File: config.mk
export PLATFORM = sky130hd
export DESIGN_NAME = alu_scheduler
export DESIGN_NICKNAME = d
export VERILOG_FILES = /design/src/rtl/alu_scheduler.sv
export SDC_FILE = /design/constraint.sdc
export NUM_CORES = 1
export LEC_CHECK = 0
export ABC_AREA = 1
export CORE_AREA = 2 2 64 111
export CTS_CLUSTER_SIZE = 24
export DETAILED_ROUTE_END_ITERATION = 12
export DIE_AREA = 0 0 66 113
export PLACE_DENSITY = 0.85
export SLEW_MARGIN = 20
export SYNTH_ARGS = -nofsm -noshare
export SYNTH_HDL_FRONTEND = slang
export SYNTH_SLANG_ARGS = --single-unit
File: constraint.sdc
create_clock -name clk -period 3.9 [get_ports clk]
set_input_delay 0.78 -clock clk [delete_from_list [all_inputs] [get_ports clk]]
set_output_delay 0.78 -clock clk [all_outputs]
set_load 0.05 [all_outputs]
File: src/rtl/alu_scheduler.sv
// alu_scheduler: round-robin sharing of one external add/sub ALU.
// clk/reset; req/op/a/b in; grant/done/result/busy out; alu_a/b/op out, alu_result in.
module alu_scheduler #(
    parameter int DATA_WIDTH = 11,
    parameter int NUM_REQ    = 4
) (
    input  logic                          clk,
    input  logic                          reset,
    input  logic [NUM_REQ-1:0]            req_in,
    input  logic [NUM_REQ-1:0]            op_in,
    input  logic [NUM_REQ*DATA_WIDTH-1:0] a_in,
    input  logic [NUM_REQ*DATA_WIDTH-1:0] b_in,
    output logic [NUM_REQ-1:0]            grant_out,
    output logic [NUM_REQ-1:0]            done_out,
    output logic [DATA_WIDTH-1:0]         result_out,
    output logic                          busy_out,
    output logic [DATA_WIDTH-1:0]         alu_a_out,
    output logic [DATA_WIDTH-1:0]         alu_b_out,
    output logic                          alu_op_out,
    input  logic [DATA_WIDTH-1:0]         alu_result_in
);

    localparam int IDX_WIDTH = $clog2(NUM_REQ);

    typedef enum logic [1:0] {
        IDLE,
        EXEC,
        DONE
    } state_t;

    state_t state, state_next;

    logic [IDX_WIDTH-1:0]  last_idx;
    logic [IDX_WIDTH-1:0]  win;
    logic                  found;
    logic                  load;
    logic                  capture;
    logic [NUM_REQ-1:0]    grant_next;
    logic [NUM_REQ-1:0]    done_next;
    logic [DATA_WIDTH-1:0] sel_a;
    logic [DATA_WIDTH-1:0] sel_b;
    logic                  sel_op;

    function automatic logic [NUM_REQ-1:0] onehot(
        input logic [IDX_WIDTH-1:0] idx
    );
        logic [NUM_REQ-1:0] v;
        v      = '0;
        v[idx] = 1'b1;
        return v;
    endfunction

    // Search starts just after the last winner and wraps,
    // so the previous winner has lowest priority.
    always_comb begin
        logic [IDX_WIDTH-1:0] j;
        j     = '0;
        found = 1'b0;
        win   = last_idx;
        for (int k = 1; k <= NUM_REQ; k++) begin
            j = IDX_WIDTH'((int'(last_idx) + k) % NUM_REQ);
            if (!found && req_in[j]) begin
                found = 1'b1;
                win   = j;
            end
        end
    end

    always_comb begin
        sel_a  = '0;
        sel_b  = '0;
        sel_op = 1'b0;
        for (int i = 0; i < NUM_REQ; i++) begin
            if (win == IDX_WIDTH'(i)) begin
                sel_a  = a_in[i*DATA_WIDTH +: DATA_WIDTH];
                sel_b  = b_in[i*DATA_WIDTH +: DATA_WIDTH];
                sel_op = op_in[i];
            end
        end
    end

    always_comb begin
        state_next = state;
        grant_next = '0;
        done_next  = '0;
        load       = 1'b0;
        capture    = 1'b0;
        unique case (state)
            IDLE, DONE: begin
                if (found) begin
                    load       = 1'b1;
                    grant_next = onehot(win);
                    state_next = EXEC;
                end else begin
                    state_next = IDLE;
                end
            end
            EXEC: begin
                // last_idx already holds the winner loaded on the grant edge
                capture    = 1'b1;
                done_next  = onehot(last_idx);
                state_next = DONE;
            end
            default: state_next = IDLE;
        endcase
    end

    always_ff @(posedge clk) begin
        if (reset) begin
            state <= IDLE;
        end else begin
            state <= state_next;
        end
    end

    always_ff @(posedge clk) begin
        if (reset) begin
            last_idx   <= IDX_WIDTH'(NUM_REQ - 1);
            grant_out  <= '0;
            done_out   <= '0;
            result_out <= '0;
            alu_a_out  <= '0;
            alu_b_out  <= '0;
            alu_op_out <= 1'b0;
        end else begin
            grant_out <= grant_next;
            done_out  <= done_next;
            if (load) begin
                last_idx   <= win;
                alu_a_out  <= sel_a;
                alu_b_out  <= sel_b;
                alu_op_out <= sel_op;
            end
            if (capture) begin
                result_out <= alu_result_in;
            end
        end
    end

    assign busy_out = (state != IDLE);

endmodule
# After elaboration in Yosys (flattened, before gate mapping)
# Cells that the tools add are included.
dict set report word_totals {
  ff_bits 46
  output_inout_bits 43
}
dict set report op_classes {
  reduce_logical 14
  n_lt_le_gt_ge 8
  n_bitwise 3
  eq_ne 5
  n_mux 37
  n_addsub 4
}
# cell count
set ops {}
lappend ops {{$mux 11} 8}
lappend ops {{$lt 2x3->1 const B} 6}
lappend ops {{$mux 1} 18}
lappend ops {{$bmux 1 s2} 4}
lappend ops {{$mux 2} 4}
lappend ops {{$eq 2x2->1 const B} 3}
lappend ops {{$logic_and 1x1->1} 5}
lappend ops {{$add 2x1->2 const B} 2}
lappend ops {{$add 2x2->2 const B} 2}
lappend ops {{$demux 1 s2} 2}
lappend ops {{$eq 2x1->1 const B} 2}
lappend ops {{$ge 2x1->1 const B} 2}
lappend ops {{$logic_not 2->1} 2}
lappend ops {{$pmux 2 s2} 1}
lappend ops {{$reduce_or 2->1} 2}
lappend ops {{$logic_not 1->1} 3}
lappend ops {{$not 1->1} 3}
lappend ops {{$reduce_or 3->1} 1}
lappend ops {{$reduce_bool 2->1} 1}

# Longest topological paths before layout
# Gate-level depths: netlist of run 1.
dict set report logic_depth {
  depth_word 18
  mapped_depth 17
}

# Worst setup path before layout of run 1
# Ideal clock, no wire load.
dict set report synth_timing {
  kind {reg-to-reg}
  from {register last_idx[0]}
  to {register alu_a_out[3]}
  path_slack_ns 1.722
  required_ns 3.768
  arrival_ns 2.046
  period_less_slack_ns 2.178
  setup_time_ns 0.132
  stages_incl_launch_ff 14
  path_cell_list {dfxtp_1 -> buf_6 -> inv_8 -> ha_1 -> inv_1 -> nand3_1 -> nand2_4 -> nand4_1 -> nand2_4 -> nand2_2 -> buf_6 -> or2_0 -> nand3_1 -> a21oi_1}
}
dict set report synth_via {
  elab_chain_cells 18
  word_cells_on_any_way 36
  classes_between {add/sub: 4; eq/ne: 3; mux: 22; reduce/logical: 7}
}
# element line_no
set synth_rtl {}
lappend synth_rtl {{start: declaration} 33} ;# logic [IDX_WIDTH-1:0] last_idx;
lappend synth_rtl {{start signal: assignment} 118} ;# last_idx <= IDX_WIDTH'(NUM_REQ - 1);
lappend synth_rtl {{start signal: assignment} 129} ;# last_idx <= win;
lappend synth_rtl {{$add 2x1->2} 61} ;# j = IDX_WIDTH'((int'(last_idx) + k) % NUM_REQ);
lappend synth_rtl {{$bmux 1 s2} 62} ;# if (!found && req_in[j]) begin
lappend synth_rtl {{$mux 1 (implied by the code)} 62}
lappend synth_rtl {{$mux 1} 62}
lappend synth_rtl {{$logic_not 1->1} 62}
lappend synth_rtl {{$logic_and 1x1->1} 62}
lappend synth_rtl {{$mux 1} 62}
lappend synth_rtl {{$logic_not 1->1} 62}
lappend synth_rtl {{$logic_and 1x1->1} 62}
lappend synth_rtl {{$mux 1} 62}
lappend synth_rtl {{$logic_not 1->1} 62}
lappend synth_rtl {{$logic_and 1x1->1} 62}
lappend synth_rtl {{$mux 2} 62}
lappend synth_rtl {{$logic_not 2->1} 74} ;# if (win == IDX_WIDTH'(i)) begin
lappend synth_rtl {{$mux 11 (4 in series)} 74}
lappend synth_rtl {{end signal: assignment} 130} ;# alu_a_out <= sel_a;
lappend synth_rtl {{end: declaration} 17} ;# output logic [DATA_WIDTH-1:0] alu_a_out,
# Several ways; a longest one is shown, not always the timed one. The select of a mux whose other input is x is not followed.
# A chain may end at the register's enable or synchronous reset.

# Worst setup path in the final report of run 1
dict set report layout_timing {
  from {register last_idx[0]}
  to {register alu_a_out[10]}
}
# Same word-level chain as after synthesis.

==> results_tabular.tex, run 1 <==
\begin{tabular}{lr}
\hline
Metric & Value \\
\hline
\multicolumn{2}{l}{\textbf{Global route}} \\
\quad Total gr overflow & 0 \\
\quad Maximum number of pins on one net before global-route repair & 35 \\
\quad Vias in the first global route & 3157 \\
\quad Number of antenna violations at the first check in global routing & 0 \\
\quad Total global routing track utilization & 23.7\% \\
\quad First-pass GRT wire length & 13900 µm \\
\multicolumn{2}{l}{\textbf{Power}} \\
\quad Power density relative to cell area & 969 mW/mm² \\
\quad Static leakage & 0.00186 µW \\
\quad Max rail drop VDD & 533 µV \\
\multicolumn{2}{l}{\textbf{Cells and area}} \\
\quad \# nets final & 641 \\
\quad Area growth from synthesis to final layout & 60.4\% \\
\quad Share of cells above drive strength 1 & 7.75\% \\
\quad Layout filler cell count & 600 \\
\quad Diodes inserted & 0 \\
\multicolumn{2}{l}{\textbf{Logic synthesis}} \\
\quad Dominant cell by count in the synthesized netlist & nand2\_1 \\
\quad Count of yosys warnings during synthesis & 0 \\
\quad Synthesized instance count & 390 \\
\quad Net Count, Synth & 503 \\
\quad Dominant cells by area after synthesis & dfxtp\_1 34\%, nand2\_1 14\%, a21oi\_1 6.3\%, nand3\_1 6.2\%, o21ai\_0 6.2\% \\
\quad Area fraction of the dominant cell type after synthesis & 34.3\% \\
\quad Fraction of the yosys area taken by sequential cells & 34.3\% \\
\quad Primary flip-flop cell chosen by synthesis mapping & dfxtp\_1 \\
\quad Dominant cell type by area after synthesis & dfxtp\_1 \\
\quad Number of synthesized flops with an enable pin & 0 \\
\quad Synthesized cell area & 0.00268 mm² \\
\quad Flip-flop and latch count after synthesis & 46 \\
\quad Synthesized area per cell & 6.88 µm² \\
\quad Ys async rst share & 0\% \\
\quad Yosys cell types & 29 \\
\quad Post-synth top cells & 98 x nand2\_1, 46 x dfxtp\_1, 36 x inv\_1 \\
\multicolumn{2}{l}{\textbf{CTS}} \\
\quad Number of H-tree levels & 2 \\
\quad Clk buf depth & 2 \\
\quad Hold-fix buffers, CTS & 0 \\
\quad \# resized after CTS & 0 \\
\quad CTS clock-pin slew for the worst setup and hold paths & 0.07 ns \\
\quad Postcts setup bufs & 0 \\
\quad TritonCTS clock tree & built \\
\quad Number of buffers created by CTS & 5 \\
\quad Insertion delay to the later sink of the worst-skew pair & 0.29 ns \\
\quad TritonCTS sink count & 46 \\
\quad CTS root buffer & clkbuf\_16 \\
\multicolumn{2}{l}{\textbf{Worst setup path}} \\
\quad Critical path's largest stage delay & 0.64 ns \\
\quad Standard cell with the maximum stage delay on the critical path & dfxtp\_1 \\
\quad Crit path top cell by count & nand2\_1 \\
\quad Crit path from & last\_idx[0] \\
\quad Critical path data arrival time & 3.12 ns \\
\quad Launching point of the worst reg2reg path & last\_idx[0] \\
\quad Setup slack of the most critical reg-to-reg path & 0.99 ns \\
\quad Element type at the critical path end & flop \\
\quad Largest driver fanout on the critical path & 22 \\
\quad Depth of the worst register-to-register path & 15 \\
\quad Worst path cell trace & inv\_8 > ha\_1 > inv\_1 > nand3\_2 > nand2\_2 > inv\_4 > nand3\_4 > nand2\_1 > nand2\_4 > nand2\_2 > inv\_2 > nand2\_1 > nand2\_1 > inv\_1 > a21oi\_1 \\
\quad End of the worst register-to-register path & alu\_a\_out[10] \\
\quad Setup Crit Path Kind & flop to flop \\
\quad Worst EP required & 4.11 ns \\
\quad Startpoint class of the critical path & flop \\
\multicolumn{2}{l}{\textbf{Route}} \\
\quad DR vias/cell & 5.11 \\
\quad DRC & 0 \\
\quad DRC marker count from the first detailed-route iteration & 144 \\
\quad Router iterations before antenna repair & 5 \\
\quad Number of routed nets with antenna violations & 0 \\
\quad Wire length per cell after detailed routing & 14.5 µm \\
\quad Wirelength, routed & 8890 µm \\
\quad Vias & 3122 \\
\multicolumn{2}{l}{\textbf{Hold path}} \\
\quad Terminating pin of the worst hold path & alu\_a\_out[5] \\
\quad Start point of the worst min-delay path & alu\_a\_out[5] \\
\quad Path type of the worst min-delay path & flop to flop \\
\quad Hold path depth & 2 \\
\multicolumn{2}{l}{\textbf{STA}} \\
\quad Transition at the pin with the smallest max-transition slack & 0.650 ns \\
\quad Largest clock skew in the final design & 0.0100 ns \\
\quad Smallest hold slack & 0.470 ns \\
\quad Worst slew slack as a fraction of its limit & 56.5\% \\
\quad Unrepaired setup endpoints after global routing & false \\
\quad Final period util & 74.6\% \\
\quad Endpoints failing hold & 0 \\
\quad Fin crit period & 2.91 ns \\
\quad Max Freq & 344 MHz \\
\quad Setup TNS after final layout & 0 ns \\
\quad Final setup violation count & 0 \\
\quad Slew Viols, Final & 0 \\
\multicolumn{2}{l}{\textbf{Die}} \\
\quad Die area & 0.00746 mm² \\
\quad Die width & 66 µm \\
\quad IO Pins & 152 \\
\quad Area of the core region & 0.00654 mm² \\
\quad Starting density of the core & 41.0\% \\
\quad Y dimension of the die & 113 µm \\
\quad Cell Rows & 39 \\
\multicolumn{2}{l}{\textbf{Place}} \\
\quad Input/output buffers & 151 \\
\quad Routability-driven placement congestion ratio & 0.886 \\
\quad Post-DP HPWL & 6810 µm \\
\multicolumn{2}{l}{\textbf{Flow run}} \\
\quad Max-cap check violation count & 0 \\
\multicolumn{2}{l}{\textbf{Outcome}} \\
\quad Outcome & complete, no violations \\
\hline
\end{tabular}
==> where the power goes <==
group,internal [µW],switching (µW),total (µW),leakage [µW]
combinational,966,2060,3020,0.00141
sequential,625,93.8,718,0.000380
clock,240,189,429,0.0000664
==> worst max-delay path: cells and delay by family (launching register included) <==
kind	cells	cell delay (ns)
flip-flops	1	0.64
AND/OR/NAND/NOR	8	1.01
AO/OA/AOI/OAI	1	0.16
buffers and inverters	5	0.62
adder cells (fa/ha/maj)	1	0.38
==> cells by family after synthesis <==
group | after synthesis | share of synthesized area, %
DFF | 46 | 34.3
and+or+nand+nor | 205 | 38.5
buffers and inverters | 63 | 11.9
adders and majority gates | 4 | 1.87
AOI/OAI and AO/OA | 72 | 13.4
==> worst max path at each step <==
stage                     to  slack (ns)
2_1_floorplan   alu_a_out[3]        1.72
3_3_place_gp    alu_a_out[1]        0.94
3_5_place_dp   alu_a_out[10]        0.85
4_1_cts        alu_a_out[10]        1.01
5_1_grt         alu_b_out[9]        0.75
6_report       alu_a_out[10]        0.99
==> cell usage in the layout, fill, tap and decap left out, types with 2 or more instances in the layout <==
cell type / count
nor2_1: 32
o21ai_1: 5
or2_2: 2
inv_2: 2
or2_0: 3
inv_4: 3
clkdlybuf4s50_1: 151
clkinvlp_4: 2
nor2_8: 2
nand3_2: 4
nand3_1: 33
nand2_1: 98
nand2_4: 7
ha_1: 4
nand2_2: 9
dfxtp_1: 46
o21ai_0: 33
nand4_1: 11
a21oi_1: 34
inv_1: 36
clkbuf_16: 5
==> routing by layer <==
layer / GRT usage, % / routed length [µm] / up-vias
met2: 45.3 / 4830 / 155
met3: 4.57 / 676 / 28
met5: 0 / 0 / -
met4: 11.3 / 382 / 0
met1: 23.3 / 3000 / 1409
li1: - / - / 1530
==> final cells by class <==
cell class	count	area [µm²]	area share, %
timing repair buffer	151	1510	35.1
multi-input combinational	281	1440	33.5
sequential	46	921	21.4
inverter	43	176	4.10
clock buffer	5	125	2.91
tap	82	103	2.38
clock inverter	3	23.8	0.552
==> flip-flops by register name, indices dropped and copies added (netlist names) <==
signal	cells
state	2
done_out	4
result_out	11
alu_a_out	11
alu_op_out	1
last_idx	2
alu_b_out	11
grant_out	4
==> metrics by stage <==
step | setup slack, ns | cell area (µm²) | util, % | cells | power (µW)
floorplan | 1.72 | 2680 | - | 390 | 3140
global placement | 0.943 | 4150 | 63.5 | 603 | 3640
detailed placement | 0.846 | 4150 | 63.5 | 603 | 3730
CTS | 1.01 | 4300 | 65.8 | 611 | 4170
global route | 0.746 | 4300 | 65.8 | 611 | 4490
finish | 0.991 | 4300 | 65.8 | 611 | 4170
No activity file was read; power rests on OpenSTA's default activity.
==> run 2, diff against run 1 <==
--- a/config.mk
+++ b/config.mk
@@ -6,11 +6,11 @@
 export NUM_CORES = 1
 export LEC_CHECK = 0
 export ABC_AREA = 1
-export CORE_AREA = 2 2 64 111
+export CORE_AREA = 2 2 70 121
 export CTS_CLUSTER_SIZE = 24
 export DETAILED_ROUTE_END_ITERATION = 12
-export DIE_AREA = 0 0 66 113
-export PLACE_DENSITY = 0.85
+export DIE_AREA = 0 0 72 123
+export PLACE_DENSITY = 0.75
 export SLEW_MARGIN = 20
 export SYNTH_ARGS = -nofsm -noshare
 export SYNTH_HDL_FRONTEND = slang
==> constraint.sdc (replaced) <==
create_clock -name clk -period 2.66 [get_ports clk]
set_input_delay 0.532 -clock clk [delete_from_list [all_inputs] [get_ports clk]]
set_output_delay 0.532 -clock clk [all_outputs]
set_load 0.05 [all_outputs]
==> run 2 against run 1 <==
Compared with the run above: first-iteration DRC count grew 30%; critical endpoint is now alu_b_out[4]; largest cell class unchanged; combinational power grew 54%; critical path depth shrank 1; design area grew 2.5%; sequential power grew 42%.
==> results_tabular.tex, run 2 (synthesis results as in run 1) <==
\begin{tabular}{lr}
\hline
Metric & Value \\
\hline
\multicolumn{2}{l}{\textbf{Worst setup path}} \\
\quad Largest driver fanout on the critical path & 19 \\
\quad Element type at the critical path end & flop \\
\quad Critical path data arrival time & 2.61 ns \\
\quad Worst EP required & 2.83 ns \\
\quad Setup Crit Path Kind & flop to flop \\
\quad Setup slack of the most critical reg-to-reg path & 0.22 ns \\
\quad Startpoint class of the critical path & flop \\
\multicolumn{2}{l}{\textbf{Global route}} \\
\quad Busiest layer in global routing & met2 \\
\quad Met2 Track Usage GR & 38.2\% \\
\quad Total global routing track utilization & 19.7\% \\
\quad Met1 Usage GRT & 18.9\% \\
\quad First-pass GRT wire length & 13500 µm \\
\quad Number of antenna violations at the first check in global routing & 0 \\
\quad Total gr overflow & 0 \\
\quad Vias in the first global route & 3066 \\
\quad Maximum number of pins on one net before global-route repair & 30 \\
\quad Routing usage on met3 & 4.56\% \\
\multicolumn{2}{l}{\textbf{Route}} \\
\quad DRC marker count from the first detailed-route iteration & 187 \\
\quad Wire length per cell after detailed routing & 13.7 µm \\
\quad DRC & 0 \\
\quad Wirelength, routed & 8600 µm \\
\quad Vias & 3063 \\
\quad Router iterations before antenna repair & 4 \\
\quad Number of routed nets with antenna violations & 0 \\
\quad DR vias/cell & 4.88 \\
\multicolumn{2}{l}{\textbf{STA}} \\
\quad Slew Viols, Final & 0 \\
\quad Unrepaired setup endpoints after global routing & false \\
\quad Worst slew slack as a fraction of its limit & 57.3\% \\
\quad Transition at the pin with the smallest max-transition slack & 0.640 ns \\
\quad Smallest hold slack & 0.464 ns \\
\quad Final period util & 91.8\% \\
\quad Max Freq & 410 MHz \\
\quad Fin crit period & 2.44 ns \\
\quad Largest clock skew in the final design & 0.0111 ns \\
\quad Endpoints failing hold & 0 \\
\quad Setup TNS after final layout & 0 ns \\
\quad Final setup violation count & 0 \\
\multicolumn{2}{l}{\textbf{CTS}} \\
\quad TritonCTS clock tree & built \\
\quad \# resized after CTS & 0 \\
\quad CTS root buffer & clkbuf\_16 \\
\quad Postcts setup bufs & 0 \\
\quad CTS clock-pin slew for the worst setup and hold paths & 0.07 ns \\
\quad Number of buffers created by CTS & 5 \\
\quad Hold-fix buffers, CTS & 0 \\
\quad Insertion delay to the later sink of the worst-skew pair & 0.29 ns \\
\quad Number of H-tree levels & 2 \\
\quad TritonCTS sink count & 46 \\
\quad Clk buf depth & 2 \\
\multicolumn{2}{l}{\textbf{Die}} \\
\quad Starting density of the core & 33.9\% \\
\quad Die area & 0.00886 mm² \\
\quad Die width & 72 µm \\
\quad IO Pins & 152 \\
\quad Area of the core region & 0.00791 mm² \\
\quad Y dimension of the die & 123 µm \\
\quad Cell Rows & 43 \\
\multicolumn{2}{l}{\textbf{Power}} \\
\quad Cell-internal power & 2890 µW \\
\quad Power density relative to cell area & 1430 mW/mm² \\
\quad Share of power burned in combinational logic & 73.7\% \\
\quad Share of total power in the clock network & 10.1\% \\
\quad Total Power & 6290 µW \\
\quad Switching fraction of total power & 54.1\% \\
\quad Seq pwr share & 16.2\% \\
\quad Static leakage & 0.00192 µW \\
\quad Max rail drop VDD & 883 µV \\
\quad Net Sw Power & 3400 µW \\
\multicolumn{2}{l}{\textbf{Cells and area}} \\
\quad Most used cells in the layout excluding fill and tap cells & 151 x clkdlybuf4s50\_1, 98 x nand2\_1, 46 x dfxtp\_1 \\
\quad Share of cells above drive strength 1 & 9.29\% \\
\quad Area growth from synthesis to final layout & 64.5\% \\
\quad Final core occ & 55.8\% \\
\quad Most common library cell in the layout ignoring fill and taps & clkdlybuf4s50\_1 \\
\quad Diodes inserted & 0 \\
\quad Top Registers & alu\_a\_out (11), alu\_b\_out (11), result\_out (11) \\
\quad \# nets final & 650 \\
\quad Layout filler cell count & 741 \\
\multicolumn{2}{l}{\textbf{Hold path}} \\
\quad Path type of the worst min-delay path & flop to flop \\
\multicolumn{2}{l}{\textbf{Place}} \\
\quad Routability-driven placement congestion ratio & 0.855 \\
\quad Input/output buffers & 151 \\
\quad Post-DP HPWL & 6690 µm \\
\multicolumn{2}{l}{\textbf{Flow run}} \\
\quad Max-cap check violation count & 0 \\
\multicolumn{2}{l}{\textbf{Outcome}} \\
\quad Outcome & complete, no violations \\
\hline
\end{tabular}
## run 2: cell types whose count changed in the layout (fill, tap and decap cells not counted), sizes merged
cell | previous run | this run
nor2 | 34 | 35
clkinv | 1 | 2
clkinvlp | 2 | 1
buf | 0 | 8
inv | 43 | 42
clkbuf | 5 | 6
## run 2: area by class of cell
cell class              instances  area, µm²  share of cell area [%]
multi-input cells             282       1450                    33.0
flip-flops and latches         46        921                    20.9
well taps                      90        113                    2.55
clock buffers                   6        139                    3.15
repair buffers                159       1600                    36.2
inverters                      43        176                    4.00
clock inverters                 2       12.5                   0.284
## run 2: worst max-delay path, stage by stage (launching register included)
cell and delay [ns]:
dfxtp_1 0.44, inv_8 0.08, ha_1 0.37, inv_1 0.14, nand3_2 0.11, nand2_2 0.11, nand2_1 0.05, nand2_1 0.10
nand2_4 0.08, nand2_8 0.17, clkinv_1 0.27, nand3_1 0.14, nand4_1 0.10, nand2_1 0.08, a21oi_1 0.06
## run 2: path summary, 6_finish.rpt
kind                 from           end  cells past startpoint
min          alu_b_out[2]  alu_b_out[2]                      2
max reg2reg   last_idx[0]  alu_b_out[4]                     14
min reg2reg  alu_b_out[2]  alu_b_out[2]                      2
max           last_idx[0]  alu_b_out[4]                     14
## run 2: power groups by stage
stage               sequential (µW)  combinational [µW]  clock, µW
global route                   1040                5110        674
finish                         1020                4640        637
floorplan                      1670                2940          0
CTS                            1020                4620        654
global placement               1030                4510          0
detailed placement             1030                4600          0
## run 2: routing by layer
layer / vias to the layer above / part of all wire [%]
met5: - / 0
met4: 0 / 3.2
met3: 20 / 7.7
met2: 132 / 55
met1: 1365 / 35
li1: 1546 / -
## run 2: per-stage QoR
step / cells / cell area (µm²) / setup slack [ns]
after floorplan: 390 / 2680 / 0.482
after global placement: 619 / 4250 / 0.120
after detailed placement: 619 / 4250 / 0.0344
after CTS: 627 / 4400 / 0.164
after global routing: 628 / 4410 / 0.0177
final: 628 / 4410 / 0.219
==> run 3, diff against run 2 <==
--- a/config.mk
+++ b/config.mk
@@ -11,6 +11,7 @@
 export DETAILED_ROUTE_END_ITERATION = 12
 export DIE_AREA = 0 0 72 123
 export PLACE_DENSITY = 0.75
+export SKIP_LAST_GASP = 1
 export SLEW_MARGIN = 20
 export SYNTH_ARGS = -nofsm -noshare
 export SYNTH_HDL_FRONTEND = slang
==> results of run 3 <==
Same layout as run 2: the final DEF is identical, and so are final timing and power.
